===== src/rtl/ultrasonic_burst_generator.sv =====
// Ultrasonic transmit burst generator: N square periods of run-time half-period H,
// complementary drive pair, busy/done handshake, abortable.
module ultrasonic_burst_generator #(
  parameter int DIV_W    = 16,
  parameter int CNT_W    = 8,
  parameter int MIN_HALF = 2
) (
  input  logic             clk,
  input  logic             rst,
  input  logic             start,
  input  logic             abort,
  input  logic [DIV_W-1:0] half_period,
  input  logic [CNT_W-1:0] num_periods,
  output logic             pulse_out,
  output logic             pulse_out_n,
  output logic             busy,
  output logic             done
);

  typedef enum logic [1:0] {
    IDLE = 2'd0,
    RUN  = 2'd1,
    DONE = 2'd2
  } state_t;

  state_t           state, state_n;
  logic [DIV_W-1:0] half_cnt, half_n;
  logic [CNT_W-1:0] per_cnt, per_n;
  logic [DIV_W-1:0] h_lat, h_n;
  logic [CNT_W-1:0] n_lat, n_n;
  logic             high, high_n;
  logic             accept;
  logic [DIV_W-1:0] heff;

  assign heff = (half_period < DIV_W'(MIN_HALF)) ?
                DIV_W'(MIN_HALF) : half_period;

  assign accept = (state != RUN) && start && !abort;

  always_comb begin
    state_n = state;
    half_n  = half_cnt;
    per_n   = per_cnt;
    high_n  = high;
    h_n     = h_lat;
    n_n     = n_lat;
    case (state)
      RUN: begin
        if (abort) begin
          state_n = IDLE;
        end else if (half_cnt == h_lat - DIV_W'(1)) begin
          half_n = '0;
          high_n = ~high;
          // Period boundary sits at the end of the low half.
          if (!high) begin
            if (per_cnt == n_lat - CNT_W'(1)) state_n = DONE;
            else per_n = per_cnt + CNT_W'(1);
          end
        end else begin
          half_n = half_cnt + DIV_W'(1);
        end
      end
      default: begin
        state_n = IDLE;
        if (accept) begin
          h_n     = heff;
          n_n     = num_periods;
          half_n  = '0;
          per_n   = '0;
          high_n  = 1'b1;
          state_n = (num_periods == '0) ? DONE : RUN;
        end
      end
    endcase
  end

  always_ff @(posedge clk or posedge rst) begin
    if (rst) begin
      state       <= IDLE;
      half_cnt    <= '0;
      per_cnt     <= '0;
      h_lat       <= '0;
      n_lat       <= '0;
      high        <= 1'b0;
      pulse_out   <= 1'b0;
      pulse_out_n <= 1'b0;
      busy        <= 1'b0;
      done        <= 1'b0;
    end else begin
      state       <= state_n;
      half_cnt    <= half_n;
      per_cnt     <= per_n;
      h_lat       <= h_n;
      n_lat       <= n_n;
      high        <= high_n;
      pulse_out   <= (state_n == RUN) && high_n;
      pulse_out_n <= (state_n == RUN) && !high_n;
      busy        <= (state_n == RUN);
      done        <= (state_n == DONE);
    end
  end

endmodule

===== config.mk =====
export PLATFORM = sky130hd
export DESIGN_NAME = ultrasonic_burst_generator
export DESIGN_NICKNAME = d
export VERILOG_FILES = /design/src/rtl/ultrasonic_burst_generator.sv
export SDC_FILE = /design/constraint.sdc
export NUM_CORES = 1
export LEC_CHECK = 0
export ABC_CLOCK_PERIOD_IN_PS = 4550
export BUFFER_PORTS_ARGS = -buffer_cell sky130_fd_sc_hd__buf_4
export CAP_MARGIN = 5
export CORE_UTILIZATION = 35
export CTS_CLUSTER_DIAMETER = 150
export DETAILED_ROUTE_END_ITERATION = 10
export PLACE_DENSITY = 0.55
export SYNTH_ARGS = -nofsm -noshare
export SYNTH_HDL_FRONTEND = slang
export SYNTH_SLANG_ARGS = --single-unit

===== constraint.sdc =====
create_clock -name clk -period 4.55 [get_ports clk]
set_clock_uncertainty 0.2 [all_clocks]
set_input_delay 0.2275 -clock clk [delete_from_list [all_inputs] [get_ports clk]]
set_output_delay 0.2275 -clock clk [all_outputs]
set_load 0.02 [all_outputs]

Word-level counts from Yosys, hierarchy flattened
Index checks and enable logic that the tools add are counted.
{"block": "word_totals", "register_bits": 55, "latchBits": 0, "mem_bits_rw": 0, "romBits": 0, "in_bits": 28, "output_inout_bits": 4, "word_cells": 60, "mem_count": 0}
{"block": "op_classes", "addsub": 4, "n_mul": 0, "div_mod_pow": 0, "order_cmp": 1, "eq_ne": 10, "n_shift": 0, "n_mux": 22, "n_bitwise": 2, "n_reduce_logical": 11}
{"op": "2-to-1 mux 16 bit", "n": 5}
{"op": "2-to-1 mux 8 bit", "n": 6}
{"op": "adder 16 x 1 -> 16 bit, second input constant", "n": 1}
{"op": "equality test 16 bit", "n": 1}
{"op": "less-than comparator 16 x 2 -> 1 bit, second input constant", "n": 1}
{"op": "subtractor 16 x 1 -> 16 bit, second input constant", "n": 1}
{"op": "2-to-1 mux 2 bit", "n": 7}
{"op": "adder 8 x 1 -> 8 bit, second input constant", "n": 1}
{"op": "equality test 8 bit", "n": 1}
{"op": "logical NOT 8 bit", "n": 1}
{"op": "!= test 2 bit, second input constant", "n": 4}
{"op": "subtractor 8 x 1 -> 8 bit, second input constant", "n": 1}
{"op": "AND reduction 5 bit", "n": 1}
{"op": "equality test 2 x 1 -> 1 bit, second input constant", "n": 2}
{"op": "logical AND 1 bit", "n": 4}
{"op": "2-to-1 mux 1 bit", "n": 4}
{"op": "AND reduction 2 bit", "n": 2}
{"op": "equality test 2 bit, second input constant", "n": 1}
{"op": "logical NOT 1 bit", "n": 2}
{"op": "!= test 2 x 1 -> 1 bit, second input constant", "n": 1}
{"op": "NOT 1 bit", "n": 2}
{"op": "nonzero test 2 bit", "n": 1}

Longest topological paths before layout
Gate-level depths: netlist (run 1).
{"block": "depth", "word_depth": 9, "depth_mapped": 11, "depth_no_buf": 10}

Least setup slack after synthesis (run 1)
OpenSTA, ideal clock, no wires.
{"block": "synth_timing", "path_kind": "reg-to-reg", "startpoint": "register h_lat[0]", "endpoint": "register per_cnt[4]", "setup_time_ns": 0.078, "t_arrival_ns": 2.976, "required_time_ns": 4.272, "setup_slack_ns": 1.296, "stages_incl_launch_ff": 11, "n_path_buf": 0, "period_less_slack_ns": 3.254, "path_cell_list": "dfrtp_1 > inv_1 > ha_1 > or3b_4 > nor3b_2 > o2111a_1 > o211ai_2 > nor4b_2 > or4b_4 > or4_1 > a21oi_1"}
{"block": "synth_via", "elab_chain_len": 4}
{"item": "start: declaration", "line": "29", "rtl": "logic [DIV_W-1:0] h_lat, h_n;"}
{"item": "start signal: assignment", "line": "93", "rtl": "h_lat <= h_n;"}
{"item": "subtractor 16 x 1 -> 16 bit", "line": "51", "rtl": "end else if (half_cnt == h_lat - DIV_W'(1)) begin"}
{"item": "equality test 16 bit", "line": "51"}
{"item": "!= test 2 bit (no source line)"}
{"item": "AND reduction 5 bit (no source line)"}
{"item": "end signal: assignment", "line": "92", "rtl": "per_cnt <= per_n;"}
{"item": "end: declaration", "line": "28", "rtl": "logic [CNT_W-1:0] per_cnt, per_n;"}
No other way between the ends.
A chain may end at the register's enable or synchronous reset.

Worst setup path after layout (run 1)
{"block": "layout_timing", "startpoint": "register h_lat[0]", "endpoint": "register per_cnt[6]"}
The elaborated chain is that of the path after synthesis.

==> results of run 1 <==
[cell families (layout without fill, tap and decap cells)]
group | after synthesis | after routing
xor+xnor | 46 | 46
fa+ha+maj | 4 | 4
mux | 1 | 1
simple gates | 185 | 185
flops | 55 | 55
buf+inv | 19 | 75
compound gates | 47 | 47
[routing by layer]
layer  vias to the layer above  track usage, %
li1                       1344               -
met1                      1301            21.3
met2                        26            29.7
met3                        11            2.45
met4                         0            4.41
met5                         -               0
[where the power goes]
group	total [mW]	switching (mW)	internal (mW)
sequential	0.684	0.115	0.569
combinational	0.486	0.254	0.233
clock	0.281	0.160	0.120
total	1.45	0.529	0.922
[worst max-delay path: stages (launching register included)]
cell,delay [ns]
dfrtp_1,0.45
inv_1,0.10
ha_1,0.20
or3b_4,0.41
nor3b_2,0.23
o2111a_1,0.23
o211ai_2,0.11
nor4b_2,0.35
or4b_4,0.60
or4_1,0.49
a21oi_1,0.15
[what timing repair did]
action,in CTS,in global routing
gates resized for setup,0,0
endpoints found under the hold margin,79,0
hold buffers,25,0
[cell usage in the layout (no fill, tap or decap), drive strengths merged, types with 5 or more instances in the layout]
cell	Yosys	final
o21ai	10	10
dfrtp	55	55
or3	7	7
nand2	79	79
nand4	8	8
buf	3	34
and3	6	6
nor3	9	9
dlygate4sd3	0	25
nor4	9	9
nor2	27	27
clkbuf	7	6
xor2	28	28
o31ai	5	5
a21oi	14	14
xnor2	17	17
inv	9	9
nor2b	5	5
nand3	13	13
[metrics by stage]
| step | hold slack (ns) | cell area (um^2) | total power [mW] | setup WS [ns] | cells |
|---|---|---|---|---|---|
| finish | 0.132 | 3870 | 1.45 | 0.967 | 521 |
| global route | 0.156 | 3870 | 1.57 | 0.672 | 521 |
| CTS | 0.129 | 3870 | 1.47 | 0.933 | 521 |
| detailed placement | 0.234 | 3530 | 1.17 | 0.978 | 489 |
| global placement | 0.230 | 3530 | 1.16 | 1.09 | 489 |
| floorplan | 0.133 | 3190 | 1.04 | 1.30 | 357 |
[state kept, by name, summed over array words and instances, names as in the netlist]
name / count
n_lat: 8
high: 1
h_lat: 16
per_cnt: 8
pulse_out: 1
busy: 1
half_cnt: 16
pulse_out_n: 1
state: 2
done: 1
[area by class of cell]
type | instances | area [um^2] | share of cell area, %
clock buffers | 6 | 82.6 | 2.14
clock inverters | 1 | 5.00 | 0.129
inverters | 9 | 33.8 | 0.874
multi-input cells | 283 | 1730 | 44.7
flip-flops and latches | 55 | 1380 | 35.6
well taps | 108 | 135 | 3.50
repair buffers | 59 | 505 | 13.1
[worst min path at each step]
stage | slack, ns | start | cells past startpoint | end
floorplan | 0.13 | half_period[10] | 2 | h_lat[10]
global placement | 0.23 | half_period[11] | 3 | h_lat[11]
detailed placement | 0.23 | half_period[5] | 3 | h_lat[5]
CTS | 0.13 | abort | 3 | done
global route | 0.16 | abort | 4 | half_cnt[0]
finish | 0.13 | abort | 3 | state[1]
==> reports/metrics.yaml, run 1 <==
clocking:
  clkTransAtPathRegs_ns: 0.10
  h-tree-depth: 2
  clockRootBuffer: "clkbuf_8"
  cts_max_path_buffers: 2
  clock_sinks: 55
  numCtsBuffers: 5
  cts_tree: "yes"
  cts_setup_buffers: 0
  clkLatencyLatePin_ns: 0.31
floorplan:
  row_count: 34
  die_w_um: 97.5
  num_io_pins: 32
  start_util_pct: 36.4
  die_area_um2: 9500
  core-area_um2: 8760
  die_height_um: 97.5
synth:
  ys_async_sr_fraction_pct: 100
  synth_common_cells: "79 x nand2_1, 55 x dfrtp_1, 28 x xor2_1"
  synth_edf_count: 0
  yosysUniqueCellTypes: 52
  synth.area.mux_share_pct: 0.314
  ys_ff_latch: 55
  seq_area_frac_synth_pct: 43.2
  synth_xor_area_share_pct: 13.3
  synth_compound_area_share_pct: 9.53
  synth_top_family_by_area: "simple AND/OR/NAND/NOR gates"
  synth_fa_ha_area_share_pct: 1.57
  ys_warn_count: 0
  syn_area_per_cell_um2: 8.93
  yosys-top-cells-area: "dfrtp_1 43%, nand2_1 9.3%, xor2_1 7.7%"
  synthFlopType: "dfrtp_1"
  synthMostInstantiatedCell: "nand2_1"
  post-synth-top-area-cell: "dfrtp_1"
  yosys.area_share.simple_pct: 29.3
  synth_cells: 357
  netlist.area_leader.share_pct: 43.2
  syn_area_um2: 3190
  synth_nets: 389
global_routing:
  grt_start_max_net_pins: 56
  grt_usage_pct: 16.8
  grt_pass1_wl_um: 12900
  antenna_found_initial: 0
  grt_pass1_vias: 2681
  overflow: 0
timing:
  setup_viol: 0
  max_freq_ghz: 0.279
  relSlewSlack_pct: 36.3
  layout_min_cycle_time_ns: 3.58
  period_share_pct: 78.8
  tightest_slew_ns: 0.954
  slew_violations: 0
  tns_ns: 0
  timing_hold_violations_final: 0
  rsz0062_at_grt: "false"
placed_design:
  dp_hpwl_um: 5300
  gp_congestion: 0.794
  port_buffers: 31
power:
  ir_drop_mv: 0.176
  cellPowerDensity_nw_per_um2: 375
  leakage_nw: 1.76
route:
  vias: 2682
  viasPerCell: 5.15
  wl_per_cell_um: 14.2
  routed-wl-met2_um: 3810
  drtIter0Drc: 88
  first_pass_iters: 4
  wl_um: 7420
  ant_nets: 0
  dr_wl_met3_um: 133
  drt-met1-wl_um: 3370
  drc: 0
  topRoutingLayerUsed: "met4"
setup_path:
  rr_worst_depth: 10
  startpoint_type: "register"
  regToRegStartpoint: "h_lat[0]"
  critPathCaptureType: "register"
  crit_type: "reg2reg"
  arrival_ns: 3.63
  timing.rr.end: "per_cnt[6]"
  r2r_setup_slack_ns: 0.97
  worstPathRequired_ns: 4.60
  endpoint: "per_cnt[6]"
  cp_max_fo: 15
  critical_path.startpoint: "h_lat[0]"
final_layout:
  fin_nets: 445
  drive_gt1_share_pct: 13.1
  fin_util_pct: 44.1
  area_growth_pct: 21.2
  n_antenna_cell: 0
  fillCellCount: 869
run:
  timing.max_cap.violations: 0
min_path:
  min_path_type: "in2reg"
status:
  status: "complete, no violations"
No activity file was read; power rests on OpenSTA's default activity.
==> run 2, diff against run 1 <==
--- a/config.mk
+++ b/config.mk
@@ -5,7 +5,7 @@
 export SDC_FILE = /design/constraint.sdc
 export NUM_CORES = 1
 export LEC_CHECK = 0
-export ABC_CLOCK_PERIOD_IN_PS = 4550
+export ABC_CLOCK_PERIOD_IN_PS = 3650
 export BUFFER_PORTS_ARGS = -buffer_cell sky130_fd_sc_hd__buf_4
 export CAP_MARGIN = 5
 export CORE_UTILIZATION = 35
==> constraint.sdc (replaced) <==
create_clock -name clk -period 3.65 [get_ports clk]
set_clock_uncertainty 0.2 [all_clocks]
set_input_delay 0.1825 -clock clk [delete_from_list [all_inputs] [get_ports clk]]
set_output_delay 0.1825 -clock clk [all_outputs]
set_load 0.02 [all_outputs]
==> run 2 against run 1 <==
  * Final area increased by 2.1%
  * Setup slack worse by 0.82 ns
  * Sequential share of layout area shrank 0.70 points
  * Hold slack got worse by 0.049 ns
  * Fmax grew 2.3%
  * Via count grew 3.1%
  * Clock-buffer cell count grew 2
  * First-iteration DRC count is 28% lower
  * Total power grew 28%
  * Combinational power rose by 28%
  * Critical path type unchanged
  * Largest cell class unchanged
  * Largest power group unchanged
  * Highest routed layer unchanged
==> reports/metrics.yaml, run 2 (synthesis results as in run 1) <==
clocking:
  clkLatencyLatePin_ns: 0.31  # about the same
  numCtsBuffers: 5  # unchanged
  clockRootBuffer: "clkbuf_8"
  h-tree-depth: 2  # unchanged
  clkTransAtPathRegs_ns: 0.10  # about the same
  clock_sinks: 55  # unchanged
  cts_tree: "yes"
  cts_max_path_buffers: 2  # unchanged
timing:
  slew_violations: 0  # unchanged
  setup_viol: 0  # unchanged
  timing_hold_violations_final: 0  # unchanged
  relSlewSlack_pct: 61.1  # +25 points
  setup_slack_ns: 0.148  # -0.819 ns
  tightest_slew_ns: 0.578  # -0.376 ns
  layout_min_cycle_time_ns: 3.50  # -0.0812 ns
  max_freq_ghz: 0.286  # +2.3%
  period_share_pct: 96.0  # +17 points
  hold_slack_ns: 0.0830  # -0.0493 ns
global_routing:
  grt_usage_pct: 16.8  # about the same
  grt_pass1_wl_um: 12900  # +0.27%
  antenna_found_initial: 0  # unchanged
  grt_start_max_net_pins: 33  # -41%
  overflow: 0  # unchanged
  grt_pass1_vias: 2767  # +3.2%
power:
  cellPowerDensity_nw_per_um2: 471  # +25%
  leakage_nw: 1.80  # +2.3%
  p_total_mw: 1.86  # +28%
  ir_drop_mv: 0.209  # +19%
setup_path:
  critical_path.startpoint: "h_lat[0]"
  worstPathCellList: "inv_1, ha_1, or3b_4, nor3b_4, o2111a_1, o211ai_2, nor4b_4, or4b_4, or4_1, a21oi_1"
  worst_path_largest_cell_delay_ns: 0.55  # -0.05 ns
  r2r_setup_slack_ns: 0.15  # -0.82 ns
  rr_worst_depth: 10  # unchanged
  endpoint: "per_cnt[6]"
  regToRegStartpoint: "h_lat[0]"
  cp_max_fo: 6  # -9
  crit_type: "reg2reg"
  arrival_ns: 3.54  # -0.09 ns
  startpoint_type: "register"
  cp_slowest_cell: "or4b_4"
  worstPathRequired_ns: 3.69  # -0.91 ns
  timing.rr.end: "per_cnt[6]"
  critPathCaptureType: "register"
placed_design:
  dp.cells: 491  # +0.41%
  port_buffers: 31  # unchanged
  placedInstanceArea_um2: 3540  # +0.43%
  dp_hpwl_um: 5440  # +2.6%
  gp_congestion: 0.811  # +2.2%
  dpl_worst_slack_ns: 0.0546  # -0.923 ns
floorplan:
  core-area_um2: 8760  # unchanged
  die_area_um2: 9500  # unchanged
  die_height_um: 97.5  # unchanged
  row_count: 34  # unchanged
  die_w_um: 97.5  # unchanged
  start_util_pct: 36.4  # unchanged
  num_io_pins: 32  # unchanged
route:
  wl_um: 7660  # +3.3%
  viasPerCell: 5.23  # +1.7%
  drtIter0Drc: 63  # -28%
  vias: 2764  # +3.1%
  ant_nets: 0  # unchanged
  wl_per_cell_um: 14.5  # +1.9%
  drc: 0  # unchanged
  first_pass_iters: 4  # unchanged
final_layout:
  fin_nets: 451  # +1.3%
  area_growth_pct: 23.8
  fillCellCount: 866  # -0.35%
  drive_gt1_share_pct: 14.8  # +1.7 points
  layout_common_cells: "79 x nand2_1, 54 x dfrtp_1, 39 x buf_4"
  top_regs: "h_lat x16, half_cnt x16"
  fin_area_um2: 3950  # +2.1%
  n_antenna_cell: 0  # unchanged
  final_common_cell: "nand2_1"
  instances_no_fill: 528  # +1.3%
status:
  status: "complete, no violations"
min_path:
  min_path_type: "in2reg"
run:
  timing.max_cap.violations: 0  # unchanged
==> run 2: cell types whose count changed in the layout (fill, tap and decap cells not counted), sizes merged <==
| cell | before | now |
|---|---|---|
| buf | 34 | 39 |
| clkbuf | 6 | 8 |
| clkinv | 1 | 0 |
| or4b | 1 | 2 |
==> run 2: stage by stage <==
step	TNS, ns	util (%)
2_1_floorplan	0	-
3_5_place_dp	0	40.4
4_1_cts	0	44.4
3_3_place_gp	0	40.4
6_report	0	45.0
5_1_grt	-0.0705	45.0
==> run 2: layout make-up <==
cell class / count / area, um^2 / area share [%]
Multi-Input combinational cell: 284 / 1760 / 44.5
Sequential cell: 55 / 1380 / 34.9
Timing Repair Buffer: 64 / 543 / 13.8
Tap cell: 108 / 135 / 3.42
Clock buffer: 8 / 100 / 2.54
Inverter: 9 / 33.8 / 0.856
==> run 2: how the worst min path moves through the flow <==
stage	from	endpoint	slack, ns	cells past startpoint
final	abort	half_cnt[1]	0.08	3
after global placement	rst	h_lat[3]	0.04	2
after floorplan	half_period[10]	h_lat[10]	0.09	2
after CTS	abort	half_cnt[1]	0.07	3
after global routing	abort	half_cnt[1]	0.09	3
after detailed placement	rst	h_lat[3]	0.05	2
==> run 2: routing by layer <==
metal	part of all wire [%]	track usage, %
met5	0	0
met4	1.1	3.62
met3	2.9	3.38
met2	52	30.9
met1	44	20.0
==> run 2: repair_timing <==
| item | 4_1_cts | 5_1_grt |
|---|---|---|
| hold endpoints to repair | 47 | 0 |
| resized for setup | 0 | 4 |
| buffers inserted | 0 | 3 |
| setup endpoints to repair | 0 | 4 |
| hold buffers | 25 | 0 |
==> run 2: power by group <==
group	leakage, nW	internal [mW]	switching (mW)
Combinational	1.03	0.299	0.324
Sequential	0.715	0.710	0.150
Clock	0.0515	0.174	0.203
Total	1.80	1.18	0.676
==> run 2: critical path, delay by kind of cell (launching register included) <==
kind	cells	cell delay, ns
adder cells (fa/ha/maj)	1	0.19
buffers and inverters	1	0.09
flip-flops	1	0.46
AO/OA/AOI/OAI	3	0.49
AND/OR/NAND/NOR	5	1.99
